--- config.mk ---
export PLATFORM = sky130hd
export DESIGN_NAME = vm_alu_seq_flat
export DESIGN_NICKNAME = d
export VERILOG_FILES = /design/src/rtl/vm_alu_seq_if.sv /design/src/rtl/vm_alu_seq.sv /design/src/flat_wrapper.sv
export SDC_FILE = /design/constraint.sdc
export NUM_CORES = 1
export LEC_CHECK = 0
export BUFFER_PORTS_ARGS = -buffer_cell sky130_fd_sc_hd__clkbuf_2
export CORE_UTILIZATION = 50
export DETAILED_ROUTE_END_ITERATION = 10
export GPL_TIMING_DRIVEN = 0
export PLACE_DENSITY = 0.74
export SLEW_MARGIN = 20
export SYNTH_ARGS = -nofsm -noshare
export SYNTH_HDL_FRONTEND = slang
export SYNTH_SLANG_ARGS = --single-unit
--- constraint.sdc ---
create_clock -name clk -period 5.4 [get_ports clk]
set_input_delay 0.54 -clock clk [delete_from_list [all_inputs] [get_ports clk]]
set_output_delay 0.54 -clock clk [all_outputs]
set_load 0.05 [all_outputs]
--- src/rtl/vm_alu_seq_if.sv ---
// ----------------------------------------------------------------------------
// vm_alu_seq_if
// Handshake bundle between the vending-machine front end, the registered ALU
// and the controller FSM that consumes its result.
//
// Request side (producer -> ALU):
//   in_valid   request present
//   in_ready   ALU can take the request this cycle
//   a, b       unsigned operands, WIDTH bits
//   op         3-bit operation select
// Response side (ALU -> consumer):
//   out_valid  result registers hold an undelivered result
//   out_ready  consumer takes the result this cycle
//   result     registered result, WIDTH bits
//   equal, greater, carry, zero, err   registered flags
//   acc_value  current credit accumulator contents
//
// Modports:
//   slave  : the ALU itself
//   master : the surrounding producer/consumer (front end + controller)
// ----------------------------------------------------------------------------
interface vm_alu_seq_if #(
  parameter int WIDTH = 5
);

  logic             in_valid;
  logic             in_ready;
  logic [WIDTH-1:0] a;
  logic [WIDTH-1:0] b;
  logic [2:0]       op;

  logic             out_valid;
  logic             out_ready;
  logic [WIDTH-1:0] result;
  logic             equal;
  logic             greater;
  logic             carry;
  logic             zero;
  logic             err;
  logic [WIDTH-1:0] acc_value;

  modport slave (
    input  in_valid, a, b, op, out_ready,
    output in_ready, out_valid, result, equal, greater, carry, zero, err,
           acc_value
  );

  modport master (
    output in_valid, a, b, op, out_ready,
    input  in_ready, out_valid, result, equal, greater, carry, zero, err,
           acc_value
  );

endinterface

--- src/rtl/vm_alu_seq.sv ---
// ----------------------------------------------------------------------------
// vm_alu_seq
// Registered ALU for the vending-machine datapath. Replaces the old 5-bit
// combinational add/sub/compare unit with:
//   - valid/ready handshake on request and response side
//   - a single output register stage (fixed 1-cycle latency)
//   - saturating subtract for change calculation
//   - an internal credit accumulator with saturating add and guarded debit
//
// Parameters:
//   WIDTH    operand / result / accumulator width
//   ACC_MAX  accumulator saturation ceiling, 1 .. 2**WIDTH-1
//
// Ports:
//   clk    rising-edge clock
//   rst_n  synchronous active-low reset
//   bus    vm_alu_seq_if slave modport (request, response, flags, acc_value)
//
// Op encodings:
//   000 ADD      001 SUB      010 CMP      011 SSUB
//   100 ACC_ADD  101 ACC_SUB  110 ACC_CLR  111 reserved (err=1)
// ----------------------------------------------------------------------------
module vm_alu_seq #(
  parameter int WIDTH   = 5,
  parameter int ACC_MAX = 2**WIDTH - 1
) (
  input  logic          clk,
  input  logic          rst_n,
  vm_alu_seq_if.slave   bus
);

  typedef enum logic [2:0] {
    OP_ADD     = 3'b000,
    OP_SUB     = 3'b001,
    OP_CMP     = 3'b010,
    OP_SSUB    = 3'b011,
    OP_ACC_ADD = 3'b100,
    OP_ACC_SUB = 3'b101,
    OP_ACC_CLR = 3'b110,
    OP_RSVD    = 3'b111
  } op_e;

  localparam logic [WIDTH:0] AccMaxX = (WIDTH+1)'(ACC_MAX);

  // --------------------------------------------------------------------------
  // State
  // --------------------------------------------------------------------------
  logic             out_valid_q;
  logic [WIDTH-1:0] result_q,  result_d;
  logic             equal_q,   equal_d;
  logic             greater_q, greater_d;
  logic             carry_q,   carry_d;
  logic             zero_q,    zero_d;
  logic             err_q,     err_d;
  logic [WIDTH-1:0] acc_q,     acc_d;

  logic accept;
  op_e  op_sel;

  // --------------------------------------------------------------------------
  // Handshake
  // --------------------------------------------------------------------------
  // The output register is free when empty or being drained this cycle, which
  // lets a new request overlap the delivery of the previous one.
  assign bus.in_ready = !out_valid_q || bus.out_ready;
  assign accept       = bus.in_valid && bus.in_ready;
  assign op_sel       = op_e'(bus.op);

  // --------------------------------------------------------------------------
  // Arithmetic, all unsigned at WIDTH+1 bits. The extra top bit of a
  // difference is the borrow, since both operands are below 2**WIDTH.
  // --------------------------------------------------------------------------
  logic [WIDTH:0] a_x, b_x, acc_x;
  logic [WIDTH:0] sum_ab, diff_ab, acc_sum, acc_diff;
  logic           borrow_ab, acc_short, acc_over;

  assign a_x   = {1'b0, bus.a};
  assign b_x   = {1'b0, bus.b};
  assign acc_x = {1'b0, acc_q};

  assign sum_ab    = a_x + b_x;
  assign diff_ab   = a_x - b_x;
  assign acc_sum   = acc_x + a_x;
  assign acc_diff  = acc_x - a_x;
  assign borrow_ab = diff_ab[WIDTH];
  assign acc_short = acc_diff[WIDTH];       // acc < a: not enough credit
  assign acc_over  = acc_sum > AccMaxX;

  // --------------------------------------------------------------------------
  // Next-state: the value the output registers take if a request is accepted
  // --------------------------------------------------------------------------
  always_comb begin
    // NOTE: every output of this block gets a default first, so no path
    // through the case leaves a variable unassigned and no latch is inferred.
    result_d  = '0;
    carry_d   = 1'b0;
    err_d     = 1'b0;
    acc_d     = acc_q;
    equal_d   = (bus.a == bus.b);
    greater_d = (bus.a >  bus.b);

    case (op_sel)
      OP_ADD: begin
        result_d = sum_ab[WIDTH-1:0];
        carry_d  = sum_ab[WIDTH];
      end
      OP_SUB: begin
        result_d = diff_ab[WIDTH-1:0];
        carry_d  = borrow_ab;
      end
      OP_CMP: begin
        result_d = '0;
      end
      OP_SSUB: begin
        // Change calculation: never go below zero, flag the shortfall.
        result_d = borrow_ab ? '0 : diff_ab[WIDTH-1:0];
        carry_d  = borrow_ab;
      end
      OP_ACC_ADD: begin
        acc_d    = acc_over ? AccMaxX[WIDTH-1:0] : acc_sum[WIDTH-1:0];
        result_d = acc_d;
        carry_d  = acc_over;
      end
      OP_ACC_SUB: begin
        // Guarded debit: an insufficient balance leaves credit untouched.
        acc_d    = acc_short ? acc_q : acc_diff[WIDTH-1:0];
        result_d = acc_d;
        carry_d  = acc_short;
      end
      OP_ACC_CLR: begin
        result_d = acc_q;                   // refund amount
        acc_d    = '0;
      end
      OP_RSVD: begin
        err_d    = 1'b1;
      end
    endcase

    // Accumulator ops compare the pre-op credit against the operand.
    if (op_sel inside {OP_ACC_ADD, OP_ACC_SUB, OP_ACC_CLR}) begin
      equal_d   = (acc_q == bus.a);
      greater_d = (acc_q >  bus.a);
    end

    zero_d = (result_d == '0);
  end

  // --------------------------------------------------------------------------
  // Output register stage and accumulator
  // --------------------------------------------------------------------------
  // NOTE: sequential state uses non-blocking assignments so every register
  // samples the pre-edge values, independent of statement order.
  always_ff @(posedge clk) begin
    if (!rst_n) begin
      // NOTE: the result registers are reset as well as out_valid because
      // they drive visible outputs the controller may sample at any time.
      out_valid_q <= 1'b0;
      result_q    <= '0;
      equal_q     <= 1'b0;
      greater_q   <= 1'b0;
      carry_q     <= 1'b0;
      zero_q      <= 1'b0;
      err_q       <= 1'b0;
      acc_q       <= '0;
    end else if (accept) begin
      out_valid_q <= 1'b1;
      result_q    <= result_d;
      equal_q     <= equal_d;
      greater_q   <= greater_d;
      carry_q     <= carry_d;
      zero_q      <= zero_d;
      err_q       <= err_d;
      acc_q       <= acc_d;
    end else if (bus.out_ready) begin
      // Delivered with nothing behind it: result registers keep stale data.
      out_valid_q <= 1'b0;
    end
  end

  assign bus.out_valid = out_valid_q;
  assign bus.result    = result_q;
  assign bus.equal     = equal_q;
  assign bus.greater   = greater_q;
  assign bus.carry     = carry_q;
  assign bus.zero      = zero_q;
  assign bus.err       = err_q;
  assign bus.acc_value = acc_q;

endmodule
--- src/flat_wrapper.sv ---
// flat-port wrapper written by rule: the top's interface ports become plain ports
module vm_alu_seq_flat 
#(
  parameter int WIDTH   = 5,
  parameter int ACC_MAX = 2**WIDTH - 1
)
  (clk, rst_n, bus_in_valid, bus_a, bus_b, bus_op, bus_out_ready, bus_in_ready, bus_out_valid, bus_result, bus_equal, bus_greater, bus_carry, bus_zero, bus_err, bus_acc_value);
  vm_alu_seq_if #(.WIDTH(WIDTH)) bus_i ();
  input  logic clk;
  input  logic rst_n;
  input wire logic [$bits(bus_i.in_valid)-1:0] bus_in_valid;
  input wire logic [$bits(bus_i.a)-1:0] bus_a;
  input wire logic [$bits(bus_i.b)-1:0] bus_b;
  input wire logic [$bits(bus_i.op)-1:0] bus_op;
  input wire logic [$bits(bus_i.out_ready)-1:0] bus_out_ready;
  output wire logic [$bits(bus_i.in_ready)-1:0] bus_in_ready;
  output wire logic [$bits(bus_i.out_valid)-1:0] bus_out_valid;
  output wire logic [$bits(bus_i.result)-1:0] bus_result;
  output wire logic [$bits(bus_i.equal)-1:0] bus_equal;
  output wire logic [$bits(bus_i.greater)-1:0] bus_greater;
  output wire logic [$bits(bus_i.carry)-1:0] bus_carry;
  output wire logic [$bits(bus_i.zero)-1:0] bus_zero;
  output wire logic [$bits(bus_i.err)-1:0] bus_err;
  output wire logic [$bits(bus_i.acc_value)-1:0] bus_acc_value;
  assign bus_i.in_valid = bus_in_valid;
  assign bus_i.a = bus_a;
  assign bus_i.b = bus_b;
  assign bus_i.op = bus_op;
  assign bus_i.out_ready = bus_out_ready;
  assign bus_in_ready = bus_i.in_ready;
  assign bus_out_valid = bus_i.out_valid;
  assign bus_result = bus_i.result;
  assign bus_equal = bus_i.equal;
  assign bus_greater = bus_i.greater;
  assign bus_carry = bus_i.carry;
  assign bus_zero = bus_i.zero;
  assign bus_err = bus_i.err;
  assign bus_acc_value = bus_i.acc_value;
  vm_alu_seq #(.WIDTH(WIDTH), .ACC_MAX(ACC_MAX)) u_core (.clk(clk), .rst_n(rst_n), .bus(bus_i));
endmodule
# After elaboration in Yosys (flattened, before gate mapping)
# Cells that the tools add are included.
[op_classes] order_cmp=3 n_addsub=4 muxes=11 eq_ne=8 reduce_logical=9
[ops] op="$pmux 5 s6" n=1
[ops] op="$mux 5" n=3
[ops] op="$pmux 5 s3" n=1
[ops] op="$add 5x5->6" n=2
[ops] op="$eq 3x3->1 const B" n=4
[ops] op="$sub 5x5->6" n=2
[ops] op="$eq 5x5->1" n=2
[ops] op="$gt 5x5->1" n=2
[ops] op="$gt 6x5->1 const B" n=1
[ops] op="$logic_not 5->1" n=1
[ops] op="$mux 1" n=5
[ops] op="$pmux 1 s4" n=1
[ops] op="$eq 3x1->1 const B" n=1
[ops] op="$eq 3x2->1 const B" n=1
[ops] op="$logic_not 3->1" n=1
[ops] op="$reduce_bool 3->1" n=1
[ops] op="$reduce_and 2->1" n=1
[ops] op="$reduce_bool 2->1" n=1
[ops] op="$reduce_or 2->1" n=1
[ops] op="$logic_and 1x1->1" n=1
[ops] op="$logic_not 1->1" n=1
[ops] op="$logic_or 1x1->1" n=1
[totals] output_inout_bits=17 regBits=16 input_bits=17 elab_cells=43

# Depth between registers and ports, before layout
[logic_depth] depth_word=5 depth_mapped=11 mapped_depth_nobuf=11

# Worst setup path before layout
# No wires, ideal clock.
[synth_timing] kind="reg2reg" start="register u_core.acc_q[1] (netlist: u_core.bus.acc_value[1])" end="register u_core.zero_q (netlist: u_core.bus.zero)" slack_ps=2385 period_less_slack_ps=3015 path_buffers=0 t_required_ps=5316 setup_ps=84 arrival_time_ps=2931 stages_incl_launch_ff=10 cell_sequence="dfxtp_1 inv_1 fa_1 nor4_4 a31oi_1 or4_1 a22o_1 nor4_2 nand4_1 o31ai_2"
[synth_between] elab_chain_len=5 elab_cells_between_ends=7 classes_between="add/sub: 2; order compare: 1; mux: 3; reduce/logical: 1"
[synth_lines] item="start: declaration" line="vm_alu_seq.sv:55" source="logic [WIDTH-1:0] acc_q, acc_d;"
[synth_lines] item="start signal: assignment" line="vm_alu_seq.sv:164" source="acc_q <= '0;"
[synth_lines] item="start signal: assignment" line="vm_alu_seq.sv:173" source="acc_q <= acc_d;"
[synth_lines] item="$add 5x5->6" line="vm_alu_seq.sv:83" source="assign acc_sum = acc_x + a_x;"
[synth_lines] item="$gt 6x5->1" line="vm_alu_seq.sv:87" source="assign acc_over = acc_sum > AccMaxX;"
[synth_lines] item="$mux 5" line="vm_alu_seq.sv:120" source="acc_d = acc_over ? AccMaxX[WIDTH-1:0] : acc_sum[WIDTH-1:0];"
[synth_lines] item="$pmux 5 s6 (*)" line="vm_alu_seq.sv:102" source="case (op_sel)"
[synth_lines] item="$logic_not 5->1 (*)" line="vm_alu_seq.sv:145" source="zero_d = (result_d == '0);"
[synth_lines] item="end signal: assignment" line="vm_alu_seq.sv:171" source="zero_q <= zero_d;"
[synth_lines] item="end: declaration" line="vm_alu_seq.sv:53" source="logic zero_q, zero_d;"
# Mark *: on every way between the ends. The rest lies on a longest branch, timed or not.
# A chain may end at the register's enable or synchronous reset.

# Final worst setup path
[layout_timing] start="register u_core.acc_q[0] (netlist: u_core.bus.acc_value[0])" end="register u_core.zero_q (netlist: u_core.bus.zero)"
# The elaborated chain is that of the path after synthesis.

==> impl_metrics.env <==
export IMPL_core_area_um2=3690
export IMPL_worst_pin_slew_ns=0.641
export IMPL_grtUsageMet3_pct=3.21
export IMPL_period_share_pct=55.5
export IMPL_peakVddDrop_v=0.000108
export IMPL_cts_clk_slew_worst_paths_ns=0.06
export IMPL_clock_sinks=16
export IMPL_cp_arrival_ns=3.17
export IMPL_tns_ns=0
export IMPL_final_layout_size_suffix_gt1_share_pct=19.3
export IMPL_grt_util_all_layers_pct=25.2
export IMPL_place_ws_ns=2.24
export IMPL_start_kind="flip-flop"
export IMPL_crit_path_cell_trace="ha_1 -> inv_1 -> fa_1 -> nor4_4 -> a31oi_1 -> or4_1 -> a22o_1 -> nor4_2 -> nand4_1 -> o31ai_2"
export IMPL_htreeDepth=1
export IMPL_cp_top_family="simple AND/OR/NAND/NOR gates"
export IMPL_syn_inst=249
export IMPL_setup_viol_count_final=0
export IMPL_cts_hold_fix_buffers=0
export IMPL_fin_worst_skew_ns=0.00146
export IMPL_io_pins=34
export IMPL_met1_usage_pct=37.0
export IMPL_cts_tree="built"
export IMPL_die_w_um=64.1
export IMPL_slowest_delay_ns=0.47
export IMPL_rows=22
export IMPL_critPathCaptureType="flip-flop"
export IMPL_syn_to_final_growth_pct=13.8
export IMPL_firstDrtPassIters=4
export IMPL_slew_headroom_pct=57.0
export IMPL_synth_seq_cells=16
export IMPL_r2r_setup_slack_ns=2.40
export IMPL_overflow=0
export IMPL_hold_viol=0
export IMPL_p_per_area_nw_per_um2=183
export IMPL_critPathRequiredTime_ns=5.57
export IMPL_ctsResizeCount=0
export IMPL_first_global_vias=1670
export IMPL_grt_pass1_wl_um=7940
export IMPL_place_port_buffers=33
export IMPL_routed_wl_um=5020
export IMPL_syn_area_um2=1930
export IMPL_p_int_uw=244
export IMPL_rsz0062_at_grt="false"
export IMPL_vias=1968
export IMPL_initial_utilization_pct=52.3
export IMPL_worst_path_max_fanout=6
export IMPL_die_h_um=64.1
export IMPL_clk_latency_ns=0.25
export IMPL_post_route_util_pct=59.5
export IMPL_ant_nets=0
export IMPL_drc_errors=0
export IMPL_p_switching_uw=159
export IMPL_fmax_mhz=333
export IMPL_worstPathBufferInverterCount=1
export IMPL_syn_avg_cell_area_um2=7.75
export IMPL_busiest_layer="met2"
export IMPL_gp_congestion=0.967
export IMPL_p_sw_share_pct=39.4
export IMPL_final_cells=333
export IMPL_diodes=0
export IMPL_pwr_share_clk_pct=21.6
export IMPL_post_cts_buffers=0
export IMPL_cp_slowest_cell="dfxtp_1"
export IMPL_die_area_um2=4110
export IMPL_outcome="completed"
export IMPL_synth_ff_type="dfxtp_1"
export IMPL_via_per_inst=5.91
export IMPL_met2_usage_pct=39.4
export IMPL_syn_num_nets=290
export IMPL_antenna_found_initial=0
export IMPL_yosysWarnings=0
export IMPL_final_setup_worst_slack_ns=2.40
export IMPL_cts_buffers=3
export IMPL_ys_seq_area_share_pct=16.6
export IMPL_dp_hpwl_um=4030
export IMPL_nNetsFinal=328
export IMPL_drv_cap=0
export IMPL_synthArstFlopShare_pct=0
export IMPL_comb_power_share_pct=45.7
export IMPL_worst_setup_path_type="reg2reg"
export IMPL_drt_initial_drc_count=213
export IMPL_hold_class="reg2reg"
export IMPL_grt_max_degree=11
export IMPL_cts_root_buffer="clkbuf_8"
export IMPL_p_leak_uw=0.000964
export IMPL_slew_viol_final=0
export IMPL_wl_per_cell_um=15.1
export IMPL_cts_buffer_depth=2
export IMPL_synth_distinct_cells=55
export IMPL_synth_edf_count=0
export IMPL_seqPwrFrac_pct=32.8
export IMPL_numPlacedInstances=330
export IMPL_period_minus_slack_ns=3.00
==> metrics by stage <==
| stage | hold WS [ns] | power [uW] | instance area [um2] |
|---|---|---|---|
| 3_3_place_gp | 0.444 | 314 | 2150 |
| 3_5_place_dp | 0.450 | 316 | 2150 |
| 6_report | 0.455 | 403 | 2200 |
| 5_1_grt | 0.492 | 427 | 2200 |
| 2_1_floorplan | 0.667 | 271 | 1930 |
| 4_1_cts | 0.459 | 403 | 2200 |
==> area by class of cell <==
cell class / count / area (um2)
Inverter: 24 / 90.1
Timing Repair Buffer: 33 / 165
Buffer: 11 / 92.6
Clock buffer: 3 / 41.3
Fill cell: 362 / 1490
Sequential cell: 16 / 320
Multi-Input combinational cell: 198 / 1430
Tap cell: 48 / 60.1
==> power by group through the flow <==
stage	logic (uW)	registers [uW]	clock network, uW
after floorplan	110	161	0
after global placement	180	134	0
after detailed placement	181	134	0
after CTS	182	132	88.9
after global routing	201	133	93.4
final	184	132	86.8
==> final timing paths <==
check                           depth (start not counted)                                  from                           end
worst max-delay path                                   10  u_core.bus.acc_value[0]$_SDFFE_PN0P_  u_core.bus.zero$_SDFFE_PN0P_
worst min-delay path                                    2           u_core.bus.err$_SDFFE_PN0P_   u_core.bus.err$_SDFFE_PN0P_
worst max register to register                         10  u_core.bus.acc_value[0]$_SDFFE_PN0P_  u_core.bus.zero$_SDFFE_PN0P_
worst min register to register                          2           u_core.bus.err$_SDFFE_PN0P_   u_core.bus.err$_SDFFE_PN0P_
==> worst register-to-register path: cells and delay by family, from the launching register on <==
kind / cells / cell delay (ns)
flops: 1 / 0.47
fa+ha+maj: 2 / 0.69
simple gates: 4 / 1.10
compound gates: 3 / 0.59
buf+inv: 1 / 0.06
==> routing by layer <==
metal / up-vias / part of all wire [%]
met1: 899 / 48
li1: 978 / -
met2: 82 / 44
met4: 0 / 1.2
met5: - / 0
met3: 9 / 6.8
==> cell usage in the layout (no fill, tap or decap), types with 4 or more instances in the layout <==
master / n
xnor2_1: 4
a21oi_1: 23
nor2_1: 18
nand2_1: 14
o211ai_1: 5
o21ai_0: 16
dfxtp_1: 16
clkbuf_8: 5
inv_1: 24
clkbuf_1: 4
a31oi_1: 5
buf_6: 4
nand4_1: 4
nand2b_1: 7
a211oi_1: 4
nor3_1: 8
fa_1: 4
ha_1: 20
o21a_1: 7
nor2b_1: 9
clkbuf_2: 33
==> synth_stat cells (2+ instances only) <==
library cell  number  area (um2)
inv_1             24        90.1
a21oi_1           23         115
ha_1              20         250
nor2_1            18        67.6
dfxtp_1           16         320
o21ai_0           16        80.1
nand2_1           14        52.6
nor2b_1            9        56.3
nor3_1             8        40.0
nand2b_1           7        43.8
o21a_1             7        52.6
a31oi_1            5        31.3
o211ai_1           5        37.5
a211oi_1           4        30.0
buf_6              4        45.0
clkbuf_1           4        15.0
fa_1               4        80.1
nand4_1            4        25.0
xnor2_1            4        35.0
a21o_1             3        22.5
and2_1             3        18.8
nand3_1            3        15.0
nor4_1             3        18.8
a211o_1            2        17.5
a22o_1             2        17.5
a2bb2oi_1          2        17.5
clkbuf_8           2        27.5
o2111ai_1          2        17.5
o211a_1            2        20.0
o31a_1             2        17.5
or2b_2             2        17.5
or3_2              2        15.0
==> kinds of logic (layout without fill, tap and decap cells) <==
kind of cell	count (synthesis)	count (layout)	share of synthesized area, %
simple gates	82	82	23.8
flops	16	16	16.6
buf+inv	35	71	9.47
fa+ha+maj	24	24	17.1
mux	1	1	0.519
compound gates	87	87	30.7
xor+xnor	4	4	1.82
==> sequential cells by signal, indices dropped and copies added (netlist names) <==
| name | cells |
|---|---|
| u_core.bus.acc_value | 5 |
| u_core.bus.result | 5 |
| u_core.bus.carry | 1 |
| u_core.bus.equal | 1 |
| u_core.bus.err | 1 |
| u_core.bus.greater | 1 |
| u_core.bus.out_valid | 1 |
| u_core.bus.zero | 1 |
Note: power is estimated with default switching activity, not from simulation.
